## src/rtl/conv_req_sched_if.sv

```systemverilog
// conv_req_sched_if -- bus bundle for the converter request scheduler.
//   req_*  : tagged request stream into the scheduler (valid/ready)
//   cv_*   : command/result wires between scheduler and unit converter
//   rsp_*  : tagged response stream out of the scheduler (valid/ready)
//   busy   : scheduler has queued or in-flight work
// slave  = scheduler side, master = environment side (requester, converter
// and response consumer).
interface conv_req_sched_if #(
  parameter int TAG_W = 4
);
  logic             req_valid;
  logic             req_ready;
  logic [31:0]      req_number;
  logic [1:0]       req_type;
  logic [2:0]       req_select;
  logic             req_reverse;
  logic [TAG_W-1:0] req_tag;

  logic [31:0]      cv_number_in;
  logic             cv_valid_in;
  logic [1:0]       cv_type;
  logic [2:0]       cv_select;
  logic             cv_reverse;
  logic [31:0]      cv_number_out;
  logic             cv_valid_out;

  logic             rsp_valid;
  logic             rsp_ready;
  logic [31:0]      rsp_number;
  logic [TAG_W-1:0] rsp_tag;
  logic             rsp_error;

  logic             busy;

  modport slave (
    input  req_valid, req_number, req_type, req_select, req_reverse, req_tag,
    input  cv_number_out, cv_valid_out, rsp_ready,
    output req_ready, cv_number_in, cv_valid_in, cv_type, cv_select, cv_reverse,
    output rsp_valid, rsp_number, rsp_tag, rsp_error, busy
  );

  modport master (
    output req_valid, req_number, req_type, req_select, req_reverse, req_tag,
    output cv_number_out, cv_valid_out, rsp_ready,
    input  req_ready, cv_number_in, cv_valid_in, cv_type, cv_select, cv_reverse,
    input  rsp_valid, rsp_number, rsp_tag, rsp_error, busy
  );
endinterface

```

## src/rtl/conv_req_sched.sv

```systemverilog
// conv_req_sched -- queues tagged conversion requests and feeds them to the
// unit converter one at a time, returning each result with its tag.
//   clk : rising-edge clock
//   rst : synchronous active-low reset
//   bus : conv_req_sched_if.slave (request in, converter command/result,
//         response out, busy)
// Parameters: DEPTH request FIFO entries (power of 2, >=2), TAG_W tag width
// (must match the interface), TIMEOUT max converter wait (>=2).
module conv_req_sched #(
  parameter int DEPTH   = 4,
  parameter int TAG_W   = 4,
  parameter int TIMEOUT = 64
) (
  input  logic            clk,
  input  logic            rst,
  conv_req_sched_if.slave bus
);
  localparam int PW = $clog2(DEPTH);
  localparam int CW = $clog2(TIMEOUT) + 1;

  localparam logic [2:0] S_IDLE  = 3'd0;
  localparam logic [2:0] S_SETUP = 3'd1;
  localparam logic [2:0] S_ISSUE = 3'd2;
  localparam logic [2:0] S_WAIT  = 3'd3;
  localparam logic [2:0] S_RESP  = 3'd4;

  typedef struct packed {
    logic [31:0]      number;
    logic [1:0]       ctype;
    logic [2:0]       sel;
    logic             rev;
    logic [TAG_W-1:0] tag;
  } cmd_t;

  cmd_t             mem [DEPTH];
  cmd_t             req_in;
  cmd_t             cmd;
  logic [PW-1:0]    wr_ptr, rd_ptr;
  logic [PW:0]      count, count_nxt;
  logic             req_ready_q;
  logic [2:0]       state;
  logic [CW-1:0]    tmo_cnt, tmo_inc;
  logic [31:0]      rsp_number_q;
  logic [TAG_W-1:0] rsp_tag_q;
  logic             rsp_error_q;
  logic             push, pop;

  assign req_in = '{number: bus.req_number, ctype: bus.req_type,
                    sel: bus.req_select, rev: bus.req_reverse, tag: bus.req_tag};

  // req_ready is a register, so a full FIFO refuses a push even when the
  // head is popped in the same cycle.
  assign push    = bus.req_valid & req_ready_q;
  assign pop     = (state == S_IDLE) && (count != '0);
  assign tmo_inc = tmo_cnt + CW'(1);

  always_comb begin
    count_nxt = count + {{PW{1'b0}}, push} - {{PW{1'b0}}, pop};
  end

  // Storage is not reset; occupancy is tracked by count alone.
  always_ff @(posedge clk) begin
    if (push) mem[wr_ptr] <= req_in;
  end

  always_ff @(posedge clk) begin
    if (!rst) begin
      wr_ptr       <= '0;
      rd_ptr       <= '0;
      count        <= '0;
      req_ready_q  <= 1'b1;
      state        <= S_IDLE;
      cmd          <= '0;
      tmo_cnt      <= '0;
      rsp_number_q <= '0;
      rsp_tag_q    <= '0;
      rsp_error_q  <= 1'b0;
    end else begin
      if (push) wr_ptr <= wr_ptr + 1'b1;
      if (pop)  rd_ptr <= rd_ptr + 1'b1;
      count       <= count_nxt;
      req_ready_q <= (count_nxt != (PW+1)'(DEPTH));
      case (state)
        S_IDLE: begin
          // cmd drives the cv_* wires directly, so they change only here
          if (pop) begin
            cmd   <= mem[rd_ptr];
            state <= S_SETUP;
          end
        end
        // one settle cycle with the new command visible before the strobe
        S_SETUP: state <= S_ISSUE;
        S_ISSUE: begin
          tmo_cnt <= '0;
          state   <= S_WAIT;
        end
        S_WAIT: begin
          if (bus.cv_valid_out) begin
            rsp_number_q <= bus.cv_number_out;
            rsp_tag_q    <= cmd.tag;
            rsp_error_q  <= 1'b0;
            state        <= S_RESP;
          end else if (tmo_inc == CW'(TIMEOUT - 1)) begin
            // response lands exactly TIMEOUT cycles after ISSUE
            rsp_number_q <= 32'h7FC0_0000;
            rsp_tag_q    <= cmd.tag;
            rsp_error_q  <= 1'b1;
            state        <= S_RESP;
          end else begin
            tmo_cnt <= tmo_inc;
          end
        end
        S_RESP: if (bus.rsp_ready) state <= S_IDLE;
        default: state <= S_IDLE;
      endcase
    end
  end

  assign bus.req_ready    = req_ready_q;
  assign bus.cv_number_in = cmd.number;
  assign bus.cv_type      = cmd.ctype;
  assign bus.cv_select    = cmd.sel;
  assign bus.cv_reverse   = cmd.rev;
  assign bus.cv_valid_in  = (state == S_ISSUE);
  assign bus.rsp_valid    = (state == S_RESP);
  assign bus.rsp_number   = rsp_number_q;
  assign bus.rsp_tag      = rsp_tag_q;
  assign bus.rsp_error    = rsp_error_q;
  assign bus.busy         = (state != S_IDLE) || (count != '0);
endmodule

```

## src/flat_wrapper.sv

```systemverilog
// flat-port wrapper written by rule: the top's interface ports become plain ports
module conv_req_sched_flat 
#(
  parameter int DEPTH   = 4,
  parameter int TAG_W   = 4,
  parameter int TIMEOUT = 64
)
  (clk, rst, bus_req_valid, bus_req_number, bus_req_type, bus_req_select, bus_req_reverse, bus_req_tag, bus_cv_number_out, bus_cv_valid_out, bus_rsp_ready, bus_req_ready, bus_cv_number_in, bus_cv_valid_in, bus_cv_type, bus_cv_select, bus_cv_reverse, bus_rsp_valid, bus_rsp_number, bus_rsp_tag, bus_rsp_error, bus_busy);
  conv_req_sched_if #(.TAG_W(TAG_W)) bus_i ();
  input  logic clk;
  input  logic rst;
  input wire logic [$bits(bus_i.req_valid)-1:0] bus_req_valid;
  input wire logic [$bits(bus_i.req_number)-1:0] bus_req_number;
  input wire logic [$bits(bus_i.req_type)-1:0] bus_req_type;
  input wire logic [$bits(bus_i.req_select)-1:0] bus_req_select;
  input wire logic [$bits(bus_i.req_reverse)-1:0] bus_req_reverse;
  input wire logic [$bits(bus_i.req_tag)-1:0] bus_req_tag;
  input wire logic [$bits(bus_i.cv_number_out)-1:0] bus_cv_number_out;
  input wire logic [$bits(bus_i.cv_valid_out)-1:0] bus_cv_valid_out;
  input wire logic [$bits(bus_i.rsp_ready)-1:0] bus_rsp_ready;
  output wire logic [$bits(bus_i.req_ready)-1:0] bus_req_ready;
  output wire logic [$bits(bus_i.cv_number_in)-1:0] bus_cv_number_in;
  output wire logic [$bits(bus_i.cv_valid_in)-1:0] bus_cv_valid_in;
  output wire logic [$bits(bus_i.cv_type)-1:0] bus_cv_type;
  output wire logic [$bits(bus_i.cv_select)-1:0] bus_cv_select;
  output wire logic [$bits(bus_i.cv_reverse)-1:0] bus_cv_reverse;
  output wire logic [$bits(bus_i.rsp_valid)-1:0] bus_rsp_valid;
  output wire logic [$bits(bus_i.rsp_number)-1:0] bus_rsp_number;
  output wire logic [$bits(bus_i.rsp_tag)-1:0] bus_rsp_tag;
  output wire logic [$bits(bus_i.rsp_error)-1:0] bus_rsp_error;
  output wire logic [$bits(bus_i.busy)-1:0] bus_busy;
  assign bus_i.req_valid = bus_req_valid;
  assign bus_i.req_number = bus_req_number;
  assign bus_i.req_type = bus_req_type;
  assign bus_i.req_select = bus_req_select;
  assign bus_i.req_reverse = bus_req_reverse;
  assign bus_i.req_tag = bus_req_tag;
  assign bus_i.cv_number_out = bus_cv_number_out;
  assign bus_i.cv_valid_out = bus_cv_valid_out;
  assign bus_i.rsp_ready = bus_rsp_ready;
  assign bus_req_ready = bus_i.req_ready;
  assign bus_cv_number_in = bus_i.cv_number_in;
  assign bus_cv_valid_in = bus_i.cv_valid_in;
  assign bus_cv_type = bus_i.cv_type;
  assign bus_cv_select = bus_i.cv_select;
  assign bus_cv_reverse = bus_i.cv_reverse;
  assign bus_rsp_valid = bus_i.rsp_valid;
  assign bus_rsp_number = bus_i.rsp_number;
  assign bus_rsp_tag = bus_i.rsp_tag;
  assign bus_rsp_error = bus_i.rsp_error;
  assign bus_busy = bus_i.busy;
  conv_req_sched #(.DEPTH(DEPTH), .TAG_W(TAG_W), .TIMEOUT(TIMEOUT)) u_core (.clk(clk), .rst(rst), .bus(bus_i));
endmodule
```

## config.mk

```make
export PLATFORM = sky130hd
export DESIGN_NAME = conv_req_sched_flat
export DESIGN_NICKNAME = d
export VERILOG_FILES = /design/src/rtl/conv_req_sched_if.sv /design/src/rtl/conv_req_sched.sv /design/src/flat_wrapper.sv
export SDC_FILE = /design/constraint.sdc
export NUM_CORES = 1
export LEC_CHECK = 0
export ABC_AREA = 1
export CORE_MARGIN = 8
export CORE_UTILIZATION = 40
export DETAILED_ROUTE_END_ITERATION = 8
export PLACE_DENSITY = 0.73
export SLEW_MARGIN = 25
export SYNTH_ARGS = -nofsm -noshare
export SYNTH_HDL_FRONTEND = slang
export SYNTH_SLANG_ARGS = --single-unit
```

## constraint.sdc

```tcl
create_clock -name clk -period 2.8 [get_ports clk]
set_input_delay 0.42 -clock clk [delete_from_list [all_inputs] [get_ports clk]]
set_output_delay 0.42 -clock clk [all_outputs]
set_load 0.02 [all_outputs]
```

==> impl_metrics.env, run 1 <==
export IMPL_rr_worst_depth=12
export IMPL_setup_viol=0
export IMPL_p_leak_nw=4.63
export IMPL_finalHoldViolCount=0
export IMPL_p_per_area_mw_per_mm2=950
export IMPL_place_area_mm2=0.0122
export IMPL_cts_sinks=265
export IMPL_grt_pass1_wl_mm=37.8
export IMPL_final_period_utilization_pct=84.7
export IMPL_dp_cells=1367
export IMPL_worst_pin_slew_ps=850
export IMPL_clk_path_buf_depth=3
export IMPL_cp_arrival_ps=1950
export IMPL_start_kind="register"
export IMPL_yosys_register_bits=265
export IMPL_p_int_mw=8.62
export IMPL_first_pass_iters=5
export IMPL_preCtsSetupSlack_ps=463
export IMPL_r2r_start="u_core.state[2]"
export IMPL_ys_warn_count=0
export IMPL_vias=7097
export IMPL_grt_use_total_pct=14.8
export IMPL_rsz0062_at_grt="false"
export IMPL_cp_slowest_cell="clkdlybuf4s50_1"
export IMPL_drv_cap=0
export IMPL_gp_congestion=0.764
export IMPL_min_path_type="primary input to register"
export IMPL_num_antenna_cells=0
export IMPL_grt_max_degree=86
export IMPL_clock_latency_ps=540
export IMPL_core_area_mm2=0.0259
export IMPL_maxSlewViolCount=0
export IMPL_clock_skew_ps=15.1
export IMPL_syn_nets=1036
export IMPL_holdBufCountCts=0
export IMPL_io_buffer_count=157
export IMPL_syn_area_per_cell_um2=11.1
export IMPL_dpl_hpwl_mm=14.8
export IMPL_crit_chain="nor2_1 > inv_1 > nor3_1 > inv_1 > clkdlybuf4s50_1"
export IMPL_rows=59
export IMPL_wirelength_mm=24.1
export IMPL_postCtsSetupRepairBufs=0
export IMPL_startpoint="u_core.state[2]"
export IMPL_die_area_mm2=0.0317
export IMPL_fmax_mhz=422
export IMPL_crit_family="buffers and inverters"
export IMPL_grt_pass1_vias=7165
export IMPL_path_max_fanout=4
export IMPL_reg2reg_to="u_core.bus.req_ready"
export IMPL_peakVddDrop_v=0.000656
export IMPL_final_nets=1151
export IMPL_cts_tree="built"
export IMPL_setup_ws_ps=429
export IMPL_crit_type="register to primary output"
export IMPL_numCtsBuffers=29
export IMPL_cts_repair_resized=0
export IMPL_status="finished clean"
export IMPL_syn_inst=948
export IMPL_worst_ep_required_time_ps=2380
export IMPL_drtIter0Drc=398
export IMPL_path_buf_inv=3
export IMPL_final_layout_size_suffix_gt1_share_pct=12.5
export IMPL_avgRoutedWirePerCell_um=16.9
export IMPL_syn_area_mm2=0.0105
export IMPL_fin_crit_ps=2370
export IMPL_endpoint="bus_busy"
export IMPL_fill_cells=2246
export IMPL_crit_top_cell="inv_1"
export IMPL_finalPower_mw=12.6
export IMPL_endpoint_kind="primary output"
export IMPL_switching_power_mw=3.95
export IMPL_regToRegSetupSlack_ps=490
export IMPL_initial_core_util_pct=40.5
export IMPL_drc=0
export IMPL_antenna_found_initial=1
export IMPL_synth_distinct_cells=36
export IMPL_seqPwrFrac_pct=41.0
export IMPL_cts_max_level=1
export IMPL_crit_cells=5
export IMPL_slew_headroom_pct=43.4
export IMPL_chipWidth_um=178
export IMPL_final_area_mm2=0.0132
export IMPL_stdcell_count=1421
export IMPL_p_comb_share_pct=26.3
export IMPL_worst_path_largest_cell_delay_ps=560
export IMPL_ys_seq_area_share_pct=66.6
export IMPL_setup_tns_ps=0
export IMPL_swShare_pct=31.4
export IMPL_clk_pin_slew_worst_paths_ps=60
export IMPL_cts_root_buf="clkbuf_16"
export IMPL_fp_dieH_um=178
export IMPL_final_antenna_net_count=0
export IMPL_io_pins=158
export IMPL_pwr_share_clk_pct=32.7
export IMPL_grt_overflow_total=0
export IMPL_avgViaCountPerCell=4.99
export IMPL_syn2layout_area_growth_pct=26.2
==> worst min path at each step <==
stage / start / slack, ps / cells after the start / end
floorplan: u_core.cmd[0] / 440 / 2 / u_core.bus.rsp_tag[0]
global placement: u_core.bus.rsp_number[22] / 440 / 2 / u_core.bus.rsp_number[22]
detailed placement: u_core.bus.rsp_number[22] / 450 / 2 / u_core.bus.rsp_number[22]
CTS: rst / 360 / 3 / u_core.bus.rsp_tag[3]
global route: rst / 390 / 3 / u_core.bus.rsp_tag[3]
finish: rst / 370 / 3 / u_core.bus.rsp_tag[3]
==> power by group through the flow <==
stage | registers (mW) | clock network, mW | logic, mW
final | 5.16 | 4.10 | 3.31
after floorplan | 5.15 | 0 | 2.34
after global routing | 5.22 | 4.36 | 3.73
after global placement | 5.22 | 0 | 3.28
after CTS | 5.16 | 4.19 | 3.38
after detailed placement | 5.24 | 0 | 3.36
==> cells in the mapped netlist <==
library cell / count / area, um^2
nor2_2: 2 / 12.5
buf_4: 38 / 285
nand2_2: 6 / 37.5
buf_6: 1 / 11.3
buf_12: 1 / 20.0
edfxtp_1: 168 / 5040
clkbuf_1: 35 / 131
clkinv_1: 2 / 7.51
nor2_4: 2 / 22.5
a21oi_4: 1 / 16.3
o21bai_2: 1 / 11.3
o21ai_1: 1 / 5.00
o21ai_0: 140 / 701
buf_8: 1 / 15.0
or2_2: 2 / 12.5
buf_2: 16 / 80.1
nand3_2: 20 / 200
fa_1: 1 / 20.0
o21bai_1: 1 / 7.51
o31ai_1: 1 / 7.51
or2_1: 1 / 6.26
ha_1: 8 / 100
inv_1: 41 / 154
nand4_1: 4 / 25.0
buf_1: 2 / 7.51
nor2_1: 197 / 739
a21oi_1: 20 / 100
nand2_4: 2 / 22.5
nor3_2: 1 / 10.0
nand3_1: 13 / 65.1
nand2_1: 58 / 218
dfxtp_1: 97 / 1940
nor3_1: 2 / 10.0
a31oi_1: 42 / 263
a21oi_2: 19 / 166
xor2_1: 1 / 8.76
==> cells by family after synthesis <==
kind of cell / Yosys count / share of synthesized area [%]
buf+inv: 137 / 6.79
xor+xnor: 1 / 0.0835
fa+ha+maj: 9 / 1.15
simple gates: 310 / 13.2
compound gates: 226 / 12.2
flops: 265 / 66.6
==> through the flow <==
step / util (%) / hold WS [ps]
5_1_grt: 51.1 / 390
4_1_cts: 51.1 / 355
6_report: 51.1 / 370
2_1_floorplan: - / 436
3_3_place_gp: 47.0 / 444
3_5_place_dp: 47.0 / 447
==> per-layer routing <==
layer / vias up / part of all wire, % / GRT usage (%) / routed length, um
met3: 35 / 6.6 / 3.13 / 1590
li1: 3471 / - / - / -
met1: 3385 / 44 / 18.2 / 10700
met2: 204 / 47 / 26.0 / 11400
met4: 2 / 1.8 / 3.75 / 425
met5: - / 0.054 / 0 / 13
==> sequential cells by signal, summed over array words and instances (netlist names) <==
register	cells
u_core.bus.cv_number_in	32
u_core.bus.cv_reverse	1
u_core.bus.cv_select	3
u_core.bus.cv_type	2
u_core.bus.req_ready	1
u_core.bus.rsp_error	1
u_core.bus.rsp_number	32
u_core.bus.rsp_tag	4
u_core.cmd	4
u_core.count	3
u_core.mem	168
u_core.rd_ptr	2
u_core.state	3
u_core.tmo_cnt	7
u_core.wr_ptr	2
==> area by class of cell <==
type                    instances  area [um^2]  share of cell area (%)
inverters                      43          161                    1.22
multi-input cells             546         2820                    21.3
repair buffers                178         1790                    13.5
well taps                     335          419                    3.17
clock inverters                21          299                    2.26
flip-flops and latches        265         6990                    52.9
clock buffers                  33          751                    5.67
==> worst register-to-register path, cell delays in order (launching register included) <==
cell	delay, ps
dfxtp_1	390
nor2_1	80
inv_1	90
nor2_1	40
nand2_1	100
inv_2	50
ha_1	260
inv_1	40
ha_1	200
fa_1	410
or2_2	300
a21oi_1	160
nand2_1	70
==> cells in the final DEF (no fill, tap or decap), types with 2 or more instances in the layout <==
cell type,instances
clkdlybuf4s50_1,156
nor2_2,2
inv_2,3
bufinv_16,7
nand3_2,20
nand3_1,13
clkbuf_1,3
nand2_4,2
inv_6,2
clkinv_1,4
nor2_4,6
nor3_1,2
edfxtp_1,168
nand4_1,4
clkinvlp_4,3
buf_12,5
nand2_2,7
a21oi_1,20
nor2_1,193
clkinv_2,4
dfxtp_1,95
a31oi_1,42
or2_2,2
nand2_1,57
clkinv_4,2
o21ai_0,140
a21oi_2,19
inv_1,39
ha_1,8
clkbuf_16,29
buf_4,16
Power figures use the tool's default switching activity.
==> run 2: changes to the inputs <==
- clock period: 2.8 -> 2.17 ns (I/O delays scaled with it)
==> impl_metrics.env, run 2 (same netlist as run 1, synthesis figures left out) <==
export IMPL_endpoint_kind="primary output"
export IMPL_cts_sinks=265
export IMPL_fin_hold_ws_ps=323
export IMPL_grt_max_degree=86
export IMPL_endpoint="bus_cv_valid_in"
export IMPL_io_pins=158
export IMPL_cp_slowest_cell="clkdlybuf4s50_1"
export IMPL_fp_dieH_um=178
export IMPL_syn2layout_area_growth_pct=26.2
export IMPL_path_buf_inv=2
export IMPL_rows=59
export IMPL_worst_path_largest_cell_delay_ps=610
export IMPL_p_leak_nw=4.63
export IMPL_first_pass_iters=5
export IMPL_regToRegSetupSlack_ps=130
export IMPL_gp_congestion=0.771
export IMPL_startpoint="u_core.state[2]"
export IMPL_grt_overflow_total=0
export IMPL_rr_worst_depth=12
export IMPL_final_nets=1152
export IMPL_avgViaCountPerCell=4.99
export IMPL_numCtsBuffers=28
export IMPL_setup_viol=0
export IMPL_chipWidth_um=178
export IMPL_preCtsSetupSlack_ps=121
export IMPL_setup_tns_ps=0
export IMPL_io_buffer_count=157
export IMPL_grt_pass1_vias=7050
export IMPL_status="finished clean"
export IMPL_cts_tree="built"
export IMPL_drv_cap=0
export IMPL_avgRoutedWirePerCell_um=16.9
export IMPL_start_kind="register"
export IMPL_peakVddDrop_v=0.000824
export IMPL_regMostFlops="u_core.mem"
export IMPL_cts_root_buf="clkbuf_16"
export IMPL_die_area_mm2=0.0317
export IMPL_grt_pass1_wl_mm=37.9
export IMPL_p_per_area_mw_per_mm2=1210
export IMPL_holdBufCountCts=0
export IMPL_crit_cells=4
export IMPL_fmax_mhz=484
export IMPL_drtIter0Drc=442
export IMPL_min_path_type="primary input to register"
export IMPL_slew_headroom_pct=59.8
export IMPL_crit_type="register to primary output"
export IMPL_worst_ep_required_time_ps=1840
export IMPL_largest_reg_flops=168
export IMPL_worst_pin_slew_ps=604
export IMPL_clk_path_buf_depth=3
export IMPL_final_cell_mix="192 x nor2_1, 168 x edfxtp_1, 154 x clkdlybuf4s50_1, 140 x o21ai_0, 94 x dfxtp_1"
export IMPL_final_layout_size_suffix_gt1_share_pct=12.9
export IMPL_utilization_pct=51.1
export IMPL_fin_crit_ps=2060
export IMPL_vias=7095
export IMPL_clk_pin_slew_worst_paths_ps=60
export IMPL_path_max_fanout=4
export IMPL_num_antenna_cells=0
export IMPL_cts_max_level=1
export IMPL_clock_skew_ps=11.5
export IMPL_r2r_start="u_core.state[2]"
export IMPL_final_period_utilization_pct=95.1
export IMPL_crit_family="buffers and inverters"
export IMPL_maxSlewViolCount=0
export IMPL_finalHoldViolCount=0
export IMPL_dp_cells=1368
export IMPL_wirelength_mm=24.1
export IMPL_cp_arrival_ps=1740
export IMPL_reg2reg_to="u_core.bus.req_ready"
export IMPL_setup_ws_ps=106
export IMPL_core_area_mm2=0.0259
export IMPL_final_antenna_net_count=0
export IMPL_stdcell_count=1421
export IMPL_clock_latency_ps=530
export IMPL_antenna_found_initial=0
export IMPL_dpl_hpwl_mm=14.7
export IMPL_drc=0
export IMPL_rsz0062_at_grt="false"
export IMPL_crit_chain="nor2_2 > nand2_1 > inv_1 > clkdlybuf4s50_1"
export IMPL_initial_core_util_pct=40.5
export IMPL_layout_cells_most_common="nor2_1"
export IMPL_grt_use_total_pct=14.9
[run 2: report_power, final]
part / switching (mW) / internal, mW
clock: 1.89 / 2.99
sequential: 0.328 / 6.24
combinational: 2.85 / 1.68
total: 5.07 / 10.9
[run 2: what timing repair did]
item	4_1_cts	5_1_grt
pin swaps	0	1
gates resized for setup	2	1
hold endpoints to repair	0	0
setup buffers	0	1
endpoints found under the setup margin	2	3
[run 2: stage by stage]
| step | instance area, um^2 | power, mW |
|---|---|---|
| final | 13200 | 16.0 |
| after global placement | 12300 | 11.1 |
| after global routing | 13200 | 16.9 |
| after CTS | 13200 | 16.2 |
| after detailed placement | 12300 | 11.3 |
| after floorplan | 10500 | 9.79 |
[run 2: area by class of cell]
| class | instances | area (um^2) |
|---|---|---|
| Fill cell | 2264 | 12700 |
| Sequential cell | 265 | 6990 |
| Multi-Input combinational cell | 546 | 2860 |
| Timing Repair Buffer | 180 | 1840 |
| Clock buffer | 39 | 823 |
| Tap cell | 335 | 419 |
| Inverter | 43 | 161 |
| Clock inverter | 13 | 143 |
[run 2: how the worst min path moves through the flow]
stage,startpoint,endpoint,slack [ps],cells after the start
5_1_grt,rst,u_core.state[0],320,4
2_1_floorplan,bus_req_tag[0],u_core.mem[0][0],420,0
3_5_place_dp,u_core.cmd[1],u_core.bus.rsp_tag[1],460,2
4_1_cts,rst,u_core.state[0],300,4
6_report,rst,u_core.state[0],320,4
3_3_place_gp,u_core.cmd[1],u_core.bus.rsp_tag[1],450,2
[run 2: routing by layer]
layer | GRT usage [%] | routed length [um] | vias up
met3 | 3.30 | 1850 | 32
met2 | 26.1 | 11600 | 234
li1 | - | - | 3469
met5 | 0 | 0 | -
met4 | 3.68 | 395 | 0
met1 | 18.4 | 10200 | 3360
[run 2: worst register-to-register path, stage by stage (launching register included)]
cell and delay [ps]:
dfxtp_2 370, nor2_2 50, inv_1 80, nor2_1 50, nand2_1 90, inv_2 60, ha_4 260, inv_2 40
ha_4 140, fa_2 330, or2_4 230, a21oi_2 150, nand2_1 70
